**src/rtl/mem_arbiter.sv**
```systemverilog
// Arbitrates the single-port memory between the read-only fetch port and the
// read/write data port, sequencing one transaction at a time (IDLE/ISSUE/WAIT/DONE).
module mem_arbiter #(
  parameter int DATA_W     = 19,
  parameter int ADDR_W     = 19,
  parameter int MEM_LAT    = 1,
  parameter int FIXED_PRIO = 0
) (
  input  logic              clk,
  input  logic              reset,
  input  logic              if_req,
  input  logic [ADDR_W-1:0] if_addr,
  output logic              if_gnt,
  output logic              if_done,
  output logic [DATA_W-1:0] if_rdata,
  input  logic              d_req,
  input  logic              d_we,
  input  logic [ADDR_W-1:0] d_addr,
  input  logic [DATA_W-1:0] d_wdata,
  output logic              d_gnt,
  output logic              d_done,
  output logic [DATA_W-1:0] d_rdata,
  output logic [ADDR_W-1:0] mem_address,
  output logic [DATA_W-1:0] mem_write_data,
  output logic              mem_write,
  output logic              mem_read,
  input  logic [DATA_W-1:0] mem_read_data,
  output logic              busy
);

  typedef enum logic [1:0] {S_IDLE, S_ISSUE, S_WAIT, S_DONE} state_t;

  localparam int CNT_W = 3;

  state_t            state_q, state_d;
  logic [CNT_W-1:0]  cnt_q, cnt_d;
  logic              sel_data_q, sel_data_d;
  logic              we_q, we_d;
  logic              last_data_q, last_data_d;
  logic [ADDR_W-1:0] addr_q, addr_d;
  logic [DATA_W-1:0] wdata_q, wdata_d;
  logic              rd_stb_q, rd_stb_d;
  logic              wr_stb_q, wr_stb_d;
  logic              if_gnt_q, if_gnt_d;
  logic              d_gnt_q, d_gnt_d;
  logic              if_done_q, if_done_d;
  logic              d_done_q, d_done_d;
  logic [DATA_W-1:0] if_rdata_q, if_rdata_d;
  logic [DATA_W-1:0] d_rdata_q, d_rdata_d;
  logic              pick_data;

  // A lone requester always wins; ties go to the data port under fixed
  // priority, otherwise to whichever port did not win the previous grant.
  function automatic logic arb_pick_data(input logic if_r, input logic d_r,
                                         input logic last_data);
    if (d_r && !if_r) return 1'b1;
    if (if_r && !d_r) return 1'b0;
    if (FIXED_PRIO != 0) return 1'b1;
    return !last_data;
  endfunction

  always_comb begin
    state_d     = state_q;
    cnt_d       = cnt_q;
    sel_data_d  = sel_data_q;
    we_d        = we_q;
    last_data_d = last_data_q;
    addr_d      = addr_q;
    wdata_d     = wdata_q;
    if_rdata_d  = if_rdata_q;
    d_rdata_d   = d_rdata_q;
    rd_stb_d    = 1'b0;
    wr_stb_d    = 1'b0;
    if_gnt_d    = 1'b0;
    d_gnt_d     = 1'b0;
    if_done_d   = 1'b0;
    d_done_d    = 1'b0;
    pick_data   = arb_pick_data(if_req, d_req, last_data_q);

    case (state_q)
      S_IDLE: begin
        if (if_req || d_req) begin
          sel_data_d  = pick_data;
          last_data_d = pick_data;
          state_d     = S_ISSUE;
          if (pick_data) begin
            addr_d   = d_addr;
            wdata_d  = d_wdata;
            we_d     = d_we;
            d_gnt_d  = 1'b1;
            wr_stb_d = d_we;
            rd_stb_d = !d_we;
          end else begin
            addr_d   = if_addr;
            we_d     = 1'b0;
            if_gnt_d = 1'b1;
            rd_stb_d = 1'b1;
          end
        end
      end

      S_ISSUE: begin
        if (we_q) begin
          state_d  = S_DONE;
          d_done_d = 1'b1;
        end else begin
          state_d = S_WAIT;
          cnt_d   = CNT_W'(MEM_LAT - 1);
        end
      end

      S_WAIT: begin
        if (cnt_q == '0) begin
          state_d = S_DONE;
          if (sel_data_q) begin
            d_rdata_d = mem_read_data;
            d_done_d  = 1'b1;
          end else begin
            if_rdata_d = mem_read_data;
            if_done_d  = 1'b1;
          end
        end else begin
          cnt_d = cnt_q - 1'b1;
        end
      end

      S_DONE: begin
        state_d = S_IDLE;
      end

      default: begin
        state_d = S_IDLE;
      end
    endcase
  end

  always_ff @(posedge clk) begin
    if (reset) begin
      state_q     <= S_IDLE;
      cnt_q       <= '0;
      sel_data_q  <= 1'b0;
      we_q        <= 1'b0;
      last_data_q <= 1'b0;
      addr_q      <= '0;
      wdata_q     <= '0;
      rd_stb_q    <= 1'b0;
      wr_stb_q    <= 1'b0;
      if_gnt_q    <= 1'b0;
      d_gnt_q     <= 1'b0;
      if_done_q   <= 1'b0;
      d_done_q    <= 1'b0;
      if_rdata_q  <= '0;
      d_rdata_q   <= '0;
    end else begin
      state_q     <= state_d;
      cnt_q       <= cnt_d;
      sel_data_q  <= sel_data_d;
      we_q        <= we_d;
      last_data_q <= last_data_d;
      addr_q      <= addr_d;
      wdata_q     <= wdata_d;
      rd_stb_q    <= rd_stb_d;
      wr_stb_q    <= wr_stb_d;
      if_gnt_q    <= if_gnt_d;
      d_gnt_q     <= d_gnt_d;
      if_done_q   <= if_done_d;
      d_done_q    <= d_done_d;
      if_rdata_q  <= if_rdata_d;
      d_rdata_q   <= d_rdata_d;
    end
  end

  assign if_gnt         = if_gnt_q;
  assign if_done        = if_done_q;
  assign if_rdata       = if_rdata_q;
  assign d_gnt          = d_gnt_q;
  assign d_done         = d_done_q;
  assign d_rdata        = d_rdata_q;
  assign mem_address    = addr_q;
  assign mem_write_data = wdata_q;
  assign mem_read       = rd_stb_q;
  assign mem_write      = wr_stb_q;
  assign busy           = (state_q != S_IDLE);

endmodule

```
**config.mk**
```make
export PLATFORM = sky130hd
export DESIGN_NAME = mem_arbiter
export DESIGN_NICKNAME = d
export VERILOG_FILES = /design/src/rtl/mem_arbiter.sv
export SDC_FILE = /design/constraint.sdc
export NUM_CORES = 1
export LEC_CHECK = 0
export BUFFER_PORTS_ARGS = -buffer_cell sky130_fd_sc_hd__buf_2
export CAP_MARGIN = 10
export CORE_MARGIN = 1.5
export CORE_UTILIZATION = 45
export DETAILED_ROUTE_END_ITERATION = 6
export PLACE_DENSITY = 0.76
export SYNTH_ARGS = -nofsm -noshare
export SYNTH_HDL_FRONTEND = slang
export SYNTH_SLANG_ARGS = --single-unit
export TNS_END_PERCENT = 5
```
**constraint.sdc**
```tcl
create_clock -name clk -period 2.5 [get_ports clk]
set_input_delay 0.125 -clock clk [delete_from_list [all_inputs] [get_ports clk]]
set_output_delay 0.125 -clock clk [all_outputs]
set_load 0.005 [all_outputs]
```
==> run summary <==
Worst skew pair latency: 0.35 ns
Die Span Y: 94.97 um
Initial antenna violation count: 0
Filler Cell Count: 763
Pin count of the biggest net entering global routing: 58
Synth Instances: 444
Hold path start: mem_read_data[13]
Relative slew slack: 0.4720
R2r endpoint: mem_write_data[3]
Worst-margin pin slew: 0.7920 ns
R2R Path Start: state_q[1]
Post-Synth XOR/XNOR Area: 0
Worst reg-to-reg path cell count: 6
RSZ-0062 raised after global routing: no
Multiplexer share of the synthesized area: 0
Clock transition at path regs: 0.09 ns
Critical path fanouts, max: 21
Overall Global Routing Usage: 0.2332
Post-Syn Area: 3806 um^2
Worst Hold Endpoint: d_rdata[13]
Simple-gate share of the synthesized area: 0.1611
Yosys reg bits: 89
DP HPWL: 6.860 mm
WL final: 10.52 mm
Ys async rst share: 0
Final core utilization: 0.5831
Vias: 3862
# DRC: 0
Maxcap violations: 0
CP delay by family, top: compound AO/OA/AOI/OAI gates
Pleak: 2.002 nW
Final Cycle Share: 0.7841
Worst min-delay path category: in2reg
CTS tree: built
Ant diodes: 0
Routed WL per cell: 15.26 um
Post-CTS Resized: 0
Pwr per Cell Area: 958.3 nW/um^2
Critical Path Sink Type: flip-flop
VDD IR max: 469.2 uV
DR iter-0 viols: 150
Synth Warn #: 0
Vias per cell: 5.605
H-tree depth: 3
Overflow after GRT: 0
Average size of a mapped cell: 8.572 um^2
Fmax: 510.1 MHz
Rows: 33
Port-buffer cells: 163
CP peak stage delay: 0.40 ns
Status: completed
Required @ worst endpoint: 2.71 ns
Synth area leader: dfxtp_1
Post-Synth Adder-Cell Area: 0.01644
Top cells by area, synth: dfxtp_1 47%, a21oi_1 8.4%, nand2_1 7.8%
Vias in the first global route: 3641
Drt first pass iters: 7
First-pass GRT wire length: 16.69 mm
Synth Area in Compound Gates: 0.2768
Die X: 94.97 um
Worst setup SP type: flip-flop
TritonCTS Buffers: 9
Cell variety after synth: 39
Synth top area share: 0.4681
Slowest-stage cell, CP: nand2_1
Ys flop type: dfxtp_1
Crit Path Class: reg2reg
Syn nets: 530
Number of flops mapped to enable cells by yosys: 0
Total Power: 4.591 mW
R2R Setup Slk: 0.54 ns
Max-slew violation count: 0
Sequential element share of the synthesized area: 0.4681
Final worst slack: 0.5397 ns
Hold Path Cell Cnt: 3
Setup violators final: 0
Pre-CTS setup slack: 0.5870 ns
Core area: 8217 um^2
Fin Clk Skew: 0.01435 ns
CP Cell Sequence: inv_1 > ha_1 > buf_4 > nand2_1 > o21ai_0 > a21oi_1
Share of cells above drive strength 1: 0.3356
Synth-to-Final Area Change: 25.87%
Worst path bufs/invs: 2
Crit path time final: 1.960 ns
Final ANT Viol Nets: 0
Num ports: 164
Top-count cell post-synth: dfxtp_1
Final Hold Fails: 0
Maximum root-to-sink buffer count: 2
Final net count: 665
Main combinational cell family by area after synthesis: compound AO/OA/AOI/OAI gates
Data arrival, critical path: 2.17 ns
Clk root buf: clkbuf_8
DIE AREA: 9018 um^2
Sum of negative setup slack: 0 ns
Placer Congestion: 0.7366
Top cell types by occurrence after synthesis: 89 x dfxtp_1, 79 x nand2_1, 64 x a21oi_1
Starting Density: 0.4632
CP Launch Point: state_q[1]
Clock sink count: 89
==> kinds of logic (layout without fill, tap and decap cells) <==
kind of cell / count (synthesis) / in the layout
adders and majority gates: 5 / 5
AOI/OAI and AO/OA: 154 / 154
buffers and inverters: 59 / 199
and+or+nand+nor: 137 / 137
DFF: 89 / 89
==> placed cells by master, fill, tap and decap left out, types with 2 or more instances in the layout <==
cell           synthesis  final
o21ai_0               22     22
inv_2                  3      3
a2111oi_1              3      3
or3_1                  3      3
dlygate4sd3_1          0      4
nor3_1                 2      2
a21o_1                 2      2
nor2_1                21     21
dfxtp_1               89     89
buf_2                 18    163
ha_1                   5      5
a2111oi_2              5      5
o2111ai_1             20     20
a21oi_1               64     64
nand2b_1               3      3
buf_4                 11      7
and2_1                 2      2
nand2_1               79     79
inv_1                  6      6
clkbuf_8               0     11
nor4_1                19     19
a2111oi_0             30     30
nand3_1                2      2
==> sequential cells by signal, summed over array words and instances (netlist names) <==
register        cells
state_q             2
if_rdata           19
if_gnt              1
if_done             1
last_data_q         1
d_gnt               1
mem_read            1
mem_address        19
cnt_q               3
d_rdata            19
we_q                1
mem_write_data     19
d_done              1
mem_write           1
==> repair_timing <==
action / 4_1_cts / 5_1_grt
buffers inserted: 0 / 0
hold buffers: 2 / 2
hold endpoints to repair: 2 / 2
==> per-layer routing <==
| metal | GRT usage | vias to the layer above | part of all wire | wire length, um |
|---|---|---|---|---|
| met5 | 0 | - | 0 | 0 |
| met4 | 0.07090 | 0 | 0.013 | 136 |
| met3 | 0.06441 | 14 | 0.077 | 805 |
| met2 | 0.3929 | 161 | 0.46 | 4882 |
| met1 | 0.2882 | 1798 | 0.45 | 4691 |
| li1 | - | 1889 | - | - |
==> worst max path at each step <==
| stage | to | slack [ns] | depth (start not counted) |
|---|---|---|---|
| 5_1_grt | mem_write_data[3] | 0.36 | 6 |
| 3_3_place_gp | mem_write_data[1] | 0.71 | 6 |
| 3_5_place_dp | mem_write_data[3] | 0.59 | 6 |
| 6_report | mem_write_data[3] | 0.54 | 6 |
| 2_1_floorplan | d_rdata[10] | 1.04 | 8 |
| 4_1_cts | mem_write_data[3] | 0.57 | 6 |
==> stage by stage <==
stage	hold slack (ns)	cell area, um^2	cells
3_5_place_dp	0.3694	4544	669
5_1_grt	0.001924	4791	689
3_3_place_gp	0.3609	4544	669
4_1_cts	0.001834	4771	687
6_report	0.01023	4791	689
2_1_floorplan	0.2246	3806	444
==> cell type report <==
class	instances	area (um^2)	share of cell area
Multi-Input combinational cell	296	1729	0.3609
Clock inverter	4	51.30	0.01071
Sequential cell	89	1782	0.3719
Timing Repair Buffer	174	908.4	0.1896
Clock buffer	12	155.1	0.03238
Tap cell	105	131.4	0.02742
Inverter	9	33.78	0.007051
==> tightest hold or removal path: stages <==
cell	delay, ns
buf_2	0.10
nand2_1	0.05
a21oi_1	0.05
==> report_power, final <==
group          total [mW]  switching (mW)  internal [mW]
Sequential           1.87           0.152           1.72
Combinational        1.70            1.07          0.627
Clock                1.02           0.506          0.518
(Power assumes the default switching activity.)
